<file path="src/rtl/iambic_keyer_pkg.sv">
// Shared definitions for the iambic keyer: FSM state encoding, element
// length in dots, and the prescaler width helper.
package iambic_keyer_pkg;

    typedef enum logic [1:0] {
        ST_IDLE = 2'd0,
        ST_DIT  = 2'd1,
        ST_DAH  = 2'd2,
        ST_GAP  = 2'd3
    } key_state_e;

    localparam int unsigned DAH_DOTS = 3;

    // A divide-by-one prescaler still needs a 1-bit register.
    function automatic int unsigned presc_width(input int unsigned div);
        return (div <= 1) ? 1 : $clog2(div);
    endfunction

endpackage

</file>
<file path="src/rtl/iambic_keyer_tick_gen.sv">
// Tick prescaler: emits a 1-clock pulse every TICK_DIV clocks. A restart
// zeroes the count so the first tick after restart lands TICK_DIV clocks later.
module iambic_keyer_tick_gen
    import iambic_keyer_pkg::*;
#(
    parameter int unsigned TICK_DIV = 4
) (
    input  logic i_clk,
    input  logic i_reset,
    input  logic i_restart,
    output logic o_tick
);

    localparam int unsigned PW = presc_width(TICK_DIV);
    localparam logic [PW-1:0] LAST = PW'(TICK_DIV - 1);

    logic [PW-1:0] cnt_q, cnt_d;

    // Next count: wrap at the terminal value or on restart.
    always_comb begin
        if (i_restart || (cnt_q == LAST)) begin
            cnt_d = '0;
        end else begin
            cnt_d = cnt_q + 1'b1;
        end
    end

    // Prescaler register.
    always_ff @(posedge i_clk) begin
        if (i_reset) begin
            cnt_q <= '0;
        end else begin
            cnt_q <= cnt_d;
        end
    end

    assign o_tick = (cnt_q == LAST);

endmodule

</file>
<file path="src/rtl/iambic_keyer.sv">
// Iambic paddle keyer producing an active-low key line.
// Build option: define KEYER_MODE_B_EN for Curtis mode B (memorised opposite
// element is sent even if paddles are released before the gap ends);
// default build is mode A.
//
// state | meaning
// IDLE  | waiting for a paddle, key up
// DIT   | key down for one dot
// DAH   | key down for DAH_DOTS dots
// GAP   | key up for one dot, then pick the next element
module iambic_keyer
    import iambic_keyer_pkg::*;
#(
    parameter int unsigned CLK_HZ  = 100_000_000,
    parameter int unsigned TICK_HZ = 1000,
    parameter int unsigned DOT_W   = 11
) (
    input  logic             i_clk,
    input  logic             i_reset,
    input  logic             i_enable,
    input  logic             i_dit_n,
    input  logic             i_dah_n,
    input  logic             i_swap,
    input  logic [DOT_W-1:0] i_dotLen,
    output logic             o_key_n,
    output logic             o_busy
);

    localparam int unsigned TICK_DIV = CLK_HZ / TICK_HZ;
    localparam int unsigned CW       = DOT_W + 2;

    logic             dit_s1_q, dit_s1_d, dit_s2_q, dit_s2_d;
    logic             dah_s1_q, dah_s1_d, dah_s2_q, dah_s2_d;
    key_state_e       state_q, state_d;
    logic             last_dah_q, last_dah_d;
    logic             opp_mem_q, opp_mem_d;
    logic [DOT_W-1:0] dot_len_q, dot_len_d;
    logic [CW-1:0]    elem_cnt_q, elem_cnt_d;
    logic             key_n_q, key_n_d;
    logic             busy_q, busy_d;

    logic             tick, tick_restart;
    logic             dit_p, dah_p, opp_now, same_now, opp_sel;
    logic [DOT_W-1:0] dot_eff;
    logic             start_en, start_dah;

    // Swap is applied after synchronisation; paddles become active-high here.
    assign dit_p    = ~(i_swap ? dah_s2_q : dit_s2_q);
    assign dah_p    = ~(i_swap ? dit_s2_q : dah_s2_q);
    assign opp_now  = last_dah_q ? dit_p : dah_p;
    assign same_now = last_dah_q ? dah_p : dit_p;
    assign dot_eff  = (i_dotLen == '0) ? DOT_W'(1) : i_dotLen;
`ifdef KEYER_MODE_B_EN
    assign opp_sel  = opp_now | opp_mem_q;
`else
    assign opp_sel  = opp_now;
`endif

    // Every state change restarts the prescaler so each phase is whole ticks.
    assign tick_restart = (state_d != state_q);

    iambic_keyer_tick_gen #(
        .TICK_DIV (TICK_DIV)
    ) u_tick_gen (
        .i_clk     (i_clk),
        .i_reset   (i_reset),
        .i_restart (tick_restart),
        .o_tick    (tick)
    );

    // Next-state logic: synchronisers, element sequencing, iambic memory.
    always_comb begin
        dit_s1_d   = i_dit_n;
        dit_s2_d   = dit_s1_q;
        dah_s1_d   = i_dah_n;
        dah_s2_d   = dah_s1_q;
        state_d    = state_q;
        last_dah_d = last_dah_q;
        opp_mem_d  = opp_mem_q;
        dot_len_d  = dot_len_q;
        elem_cnt_d = elem_cnt_q;
        start_en   = 1'b0;
        start_dah  = 1'b0;

        if (!i_enable) begin
            state_d   = ST_IDLE;
            opp_mem_d = 1'b0;
        end else begin
            case (state_q)
                ST_IDLE: begin
                    if (dit_p) begin
                        start_en = 1'b1;
                    end else if (dah_p) begin
                        start_en  = 1'b1;
                        start_dah = 1'b1;
                    end
                end
                ST_DIT, ST_DAH: begin
                    if (opp_now) opp_mem_d = 1'b1;
                    if (tick) begin
                        if (elem_cnt_q == CW'(1)) begin
                            state_d    = ST_GAP;
                            elem_cnt_d = CW'(dot_len_q);
                        end else begin
                            elem_cnt_d = elem_cnt_q - 1'b1;
                        end
                    end
                end
                ST_GAP: begin
                    if (opp_now) opp_mem_d = 1'b1;
                    if (tick) begin
                        if (elem_cnt_q == CW'(1)) begin
                            if (opp_sel) begin
                                start_en  = 1'b1;
                                start_dah = ~last_dah_q;
                            end else if (same_now) begin
                                start_en  = 1'b1;
                                start_dah = last_dah_q;
                            end else begin
                                state_d = ST_IDLE;
                            end
                        end else begin
                            elem_cnt_d = elem_cnt_q - 1'b1;
                        end
                    end
                end
                default: state_d = ST_IDLE;
            endcase
        end

        if (start_en) begin
            state_d    = start_dah ? ST_DAH : ST_DIT;
            last_dah_d = start_dah;
            dot_len_d  = dot_eff;
            elem_cnt_d = start_dah ? CW'(DAH_DOTS * dot_eff) : CW'(dot_eff);
            opp_mem_d  = 1'b0;
        end

        key_n_d = ~((state_d == ST_DIT) || (state_d == ST_DAH));
        busy_d  = (state_d != ST_IDLE);
    end

    // State, counters and registered outputs.
    always_ff @(posedge i_clk) begin
        if (i_reset) begin
            dit_s1_q   <= 1'b1;
            dit_s2_q   <= 1'b1;
            dah_s1_q   <= 1'b1;
            dah_s2_q   <= 1'b1;
            state_q    <= ST_IDLE;
            last_dah_q <= 1'b0;
            opp_mem_q  <= 1'b0;
            dot_len_q  <= '0;
            elem_cnt_q <= '0;
            key_n_q    <= 1'b1;
            busy_q     <= 1'b0;
        end else begin
            dit_s1_q   <= dit_s1_d;
            dit_s2_q   <= dit_s2_d;
            dah_s1_q   <= dah_s1_d;
            dah_s2_q   <= dah_s2_d;
            state_q    <= state_d;
            last_dah_q <= last_dah_d;
            opp_mem_q  <= opp_mem_d;
            dot_len_q  <= dot_len_d;
            elem_cnt_q <= elem_cnt_d;
            key_n_q    <= key_n_d;
            busy_q     <= busy_d;
        end
    end

    assign o_key_n = key_n_q;
    assign o_busy  = busy_q;

endmodule

</file>
<file path="config.mk">
export PLATFORM = sky130hd
export DESIGN_NAME = iambic_keyer
export DESIGN_NICKNAME = d
export VERILOG_FILES = /design/src/rtl/iambic_keyer_pkg.sv /design/src/rtl/iambic_keyer_tick_gen.sv /design/src/rtl/iambic_keyer.sv
export SDC_FILE = /design/constraint.sdc
export NUM_CORES = 1
export LEC_CHECK = 0
export CORE_MARGIN = 1.5
export CORE_UTILIZATION = 54
export CTS_CLUSTER_SIZE = 28
export DETAILED_ROUTE_END_ITERATION = 6
export PLACE_DENSITY = 0.76
export SLEW_MARGIN = 20
export SYNTH_ARGS = -nofsm -noshare
export SYNTH_HDL_FRONTEND = slang
export SYNTH_SLANG_ARGS = --single-unit
</file>
<file path="constraint.sdc">
create_clock -name i_clk -period 2.4 [get_ports i_clk]
set_input_delay 0.24 -clock i_clk [delete_from_list [all_inputs] [get_ports i_clk]]
set_output_delay 0.24 -clock i_clk [all_outputs]
set_load 0.02 [all_outputs]
</file>
==> results_dict.tcl <==
set metrics [dict create \
    synth-async-reset-ratio 0 \
    cpMostUsedCell "ha_4" \
    drive_gt1_frac 0.4181 \
    critPathArrivalTime_ns 2.69 \
    diodes 0 \
    synth_area_per_cell_um2 8.061 \
    vias_per_cell 6.281 \
    dp_slack_ns -0.7847 \
    synth_edf_count 0 \
    start_util 0.5568 \
    cts_hold_buf 0 \
    n_fill_cell 311 \
    period_minus_slack_ns 2.468 \
    crit_path_end_kind "flip-flop" \
    yosys_warnings 0 \
    drt_iter0_markers 348 \
    fmax_ghz 0.4051 \
    hold_violations 0 \
    status "finished with violations" \
    criticalPathCategory "in2reg" \
    io_pins 19 \
    groute.usage.overall 0.2892 \
    cts_buffers 5 \
    placed_cell_area_mm2 0.004173 \
    yosysSeqAreaShare 0.3036 \
    dp_hpwl_mm 6.005 \
    start_kind "input port" \
    worstPathRequired_ns 2.62 \
    critPathMaxStageDelay_ns 0.33 \
    die_area_mm2 0.006583 \
    hold_depth 1 \
    root_buffer "clkbuf_8" \
    final_cell_count_no_fill 594 \
    place_congestion 0.8554 \
    slowest_stage "o211ai_1" \
    p_per_area_mw_per_mm2 454.5 \
    worstPathCellList "buf_6 -> clkinv_4 -> ha_4 -> and4b_2 -> buf_4 -> a31oi_4 -> ha_4 -> o21a_1 -> o31a_1 -> o211ai_1 -> o21ba_2 -> mux2i_1 -> a311oi_1" \
    max_slew_margin 0.6574 \
    nets 555 \
    syn_inst 409 \
    h-tree-depth 2 \
    top_layer "met4" \
    drt-pass1-iter-count 5 \
    violations "setup timing" \
    ys_ff_latch 50 \
    comb_power_share 0.337 \
    min_path_type "reg2reg" \
    grt.overflow.total 0 \
    ant_nets 0 \
    fin_area_mm2 0.004991 \
    path_buf_inv 3 \
    clock_path_buffers 2 \
    finClkSkew_ns 0.01279 \
    routed-wl-met2_mm 5.737 \
    p_sw_mw 0.7237 \
    die_height_um 81.14 \
    internal_power_mw 1.545 \
    worst-path-stages 13 \
    cts_tree "built" \
    std_cell_rows 28 \
    clockPowerShare 0.274 \
    cp_max_fo 4 \
    layout_setup_ws_ns -0.06844 \
    post-route-period-util 1.029 \
    drc 0 \
    port-buffer-count 18 \
    synth.distinct_cells 57 \
    vias 3731 \
    clock_sinks 50 \
    maxCapViolCount 0 \
    leakagePower_nw 1.954 \
    core-area_mm2 0.005921 \
    rsz0062_at_grt "yes" \
    crit_family "compound AO/OA/AOI/OAI gates" \
    syn_nets 446 \
    fin_util 0.8430 \
    wl_met1_mm 4.738 \
    setup_viol 10 \
    clkTransAtPathRegs_ns 0.10 \
    r2r_cells 9 \
    seqPwrFrac 0.389 \
    p_sw_frac 0.3190 \
    antenna_found_initial 0 \
    grt_pass1_vias 3286 \
    die_w_um 81.14 \
    drt_wl_total_mm 11.83 \
    syn-cell-area_mm2 0.003297 \
    timing.final.max_slew_violations 0 \
    dp.cells 559 \
    synth_ff_type "dfxtp_1" \
    tightestPinTransition_ns 0.5059 \
    grt_max_degree 30 \
    grt_pass1_wl_mm 14.84 \
    route.met3.wl_um 840 \
    synthToLayoutAreaGrowth_pct 51.39 \
    routedWlPerCell_um 19.92 \
    peakVddDrop_mv 0.4255 \
    insertion_delay_ns 0.31 \
]
-- metrics by stage --
step	total power [mW]	hold slack, ns	TNS (ns)
floorplan	1.269	0.3438	-0.05522
global placement	1.465	0.3937	-4.982
detailed placement	1.478	0.3942	-6.469
CTS	2.112	0.4172	0
global route	2.330	0.4471	-1.764
finish	2.268	0.4307	-0.1759
-- synth_stat cells (all sizes together) (3+ instances only) --
master | instances | area share
a211oi | 11 | 0.025
a311oi | 5 | 0.013
ha | 19 | 0.072
xnor2 | 20 | 0.053
a31oi | 11 | 0.025
clkbuf | 14 | 0.016
o22ai | 3 | 0.0099
nor3 | 28 | 0.059
inv | 20 | 0.023
a221oi | 3 | 0.0080
nand4 | 5 | 0.0095
nor2 | 52 | 0.059
o21ai | 7 | 0.011
nand3 | 10 | 0.015
buf | 7 | 0.014
nor2b | 3 | 0.0057
and4 | 3 | 0.0087
nor4 | 4 | 0.012
mux2i | 4 | 0.012
o21a | 4 | 0.0091
a21oi | 22 | 0.033
o311ai | 4 | 0.011
dfxtp | 50 | 0.30
xor2 | 13 | 0.035
nand2 | 48 | 0.055
or2 | 7 | 0.013
-- registers in the layout, summed over array words and instances, names as in the netlist --
name / flops
u_tick_gen.cnt_q: 17
elem_cnt_q: 13
dot_len_q: 11
state_q: 2
dah_s1_q: 1
dah_s2_q: 1
dit_s1_q: 1
dit_s2_q: 1
last_dah_q: 1
o_busy: 1
o_key_n: 1
-- worst reg2reg max path: stages, from the launching register on --
cell and delay (ns):
dfxtp_2 0.34, nor4_4 0.37, and4_4 0.30, a31oi_4 0.11, buf_6 0.15, o31a_1 0.31
a211oi_2 0.28, o22ai_4 0.16, clkbuf_16 0.20, nor3_2 0.13
-- power groups by stage --
stage	combinational, mW	clock [mW]	sequential [mW]
3_3_place_gp	0.571	0	0.894
4_1_cts	0.618	0.616	0.877
6_report	0.765	0.621	0.882
5_1_grt	0.812	0.634	0.885
3_5_place_dp	0.582	0	0.896
2_1_floorplan	0.369	0	0.900
-- repair_timing --
item                       4_1_cts  5_1_grt
cloned                           0        2
gates resized for setup         60       73
pin swaps                       21       43
setup buffers                    9       17
setup endpoints to repair       29       31
-- layout make-up --
cell class              count  area [um2]  area share
clock buffers               5       68.82     0.01379
clock inverters             3       43.79    0.008774
inverters                  20       107.6     0.02156
multi-input cells         318        2626      0.5262
flip-flops and latches     50        1008      0.2021
well taps                  75       93.84     0.01880
repair buffers            123        1042      0.2088
-- placed cells by master (no fill, tap or decap), drive strengths merged, types with 4 or more instances in the layout --
master         netlist  routed
inv                 20      19
dlygate4sd2          0       4
clkdlybuf4s50        0       7
nor4                 4       4
nand3               10      10
xor2                13      13
nor3                28      28
mux2i                4       4
a21oi               22      22
o21a                 4       4
clkbuf              14       7
o311ai               4       4
a31oi               11      11
a211oi              11      11
nand2               48      48
a311oi               5       5
ha                  19      19
o21ai                7       7
nor2                52      52
nand4                5       5
buf                  7     109
xnor2               20      20
or2                  7       7
dfxtp               50      50
-- routing by layer --
layer	track usage	up-vias
li1	-	1670
met1	0.3694	1769
met2	0.4775	224
met3	0.04719	68
met4	0.1293	0
met5	0	-
-- worst paths after layout --
| kind | endpoint | slack, ns | from |
|---|---|---|---|
| setup / recovery | elem_cnt_q[11] | -0.07 | i_dotLen[7] |
| hold / removal | dit_s2_q | 0.43 | dit_s1_q |
| setup reg to reg | u_tick_gen.cnt_q[11] | -0.02 | elem_cnt_q[5] |
| hold reg to reg | dit_s2_q | 0.43 | dit_s1_q |
-- cell families (layout without fill, tap and decap cells) --
family          count (synthesis)  count (layout)  share of synthesized area
xor+xnor                       33              33                    0.08767
simple gates                  173             173                     0.2691
buf+inv                        41             151                    0.05313
fa+ha+maj                      20              20                    0.07818
flops                          50              50                     0.3036
compound gates                 88              88                     0.1962
mux                             4               4                    0.01214
(Power assumes the default switching activity.)
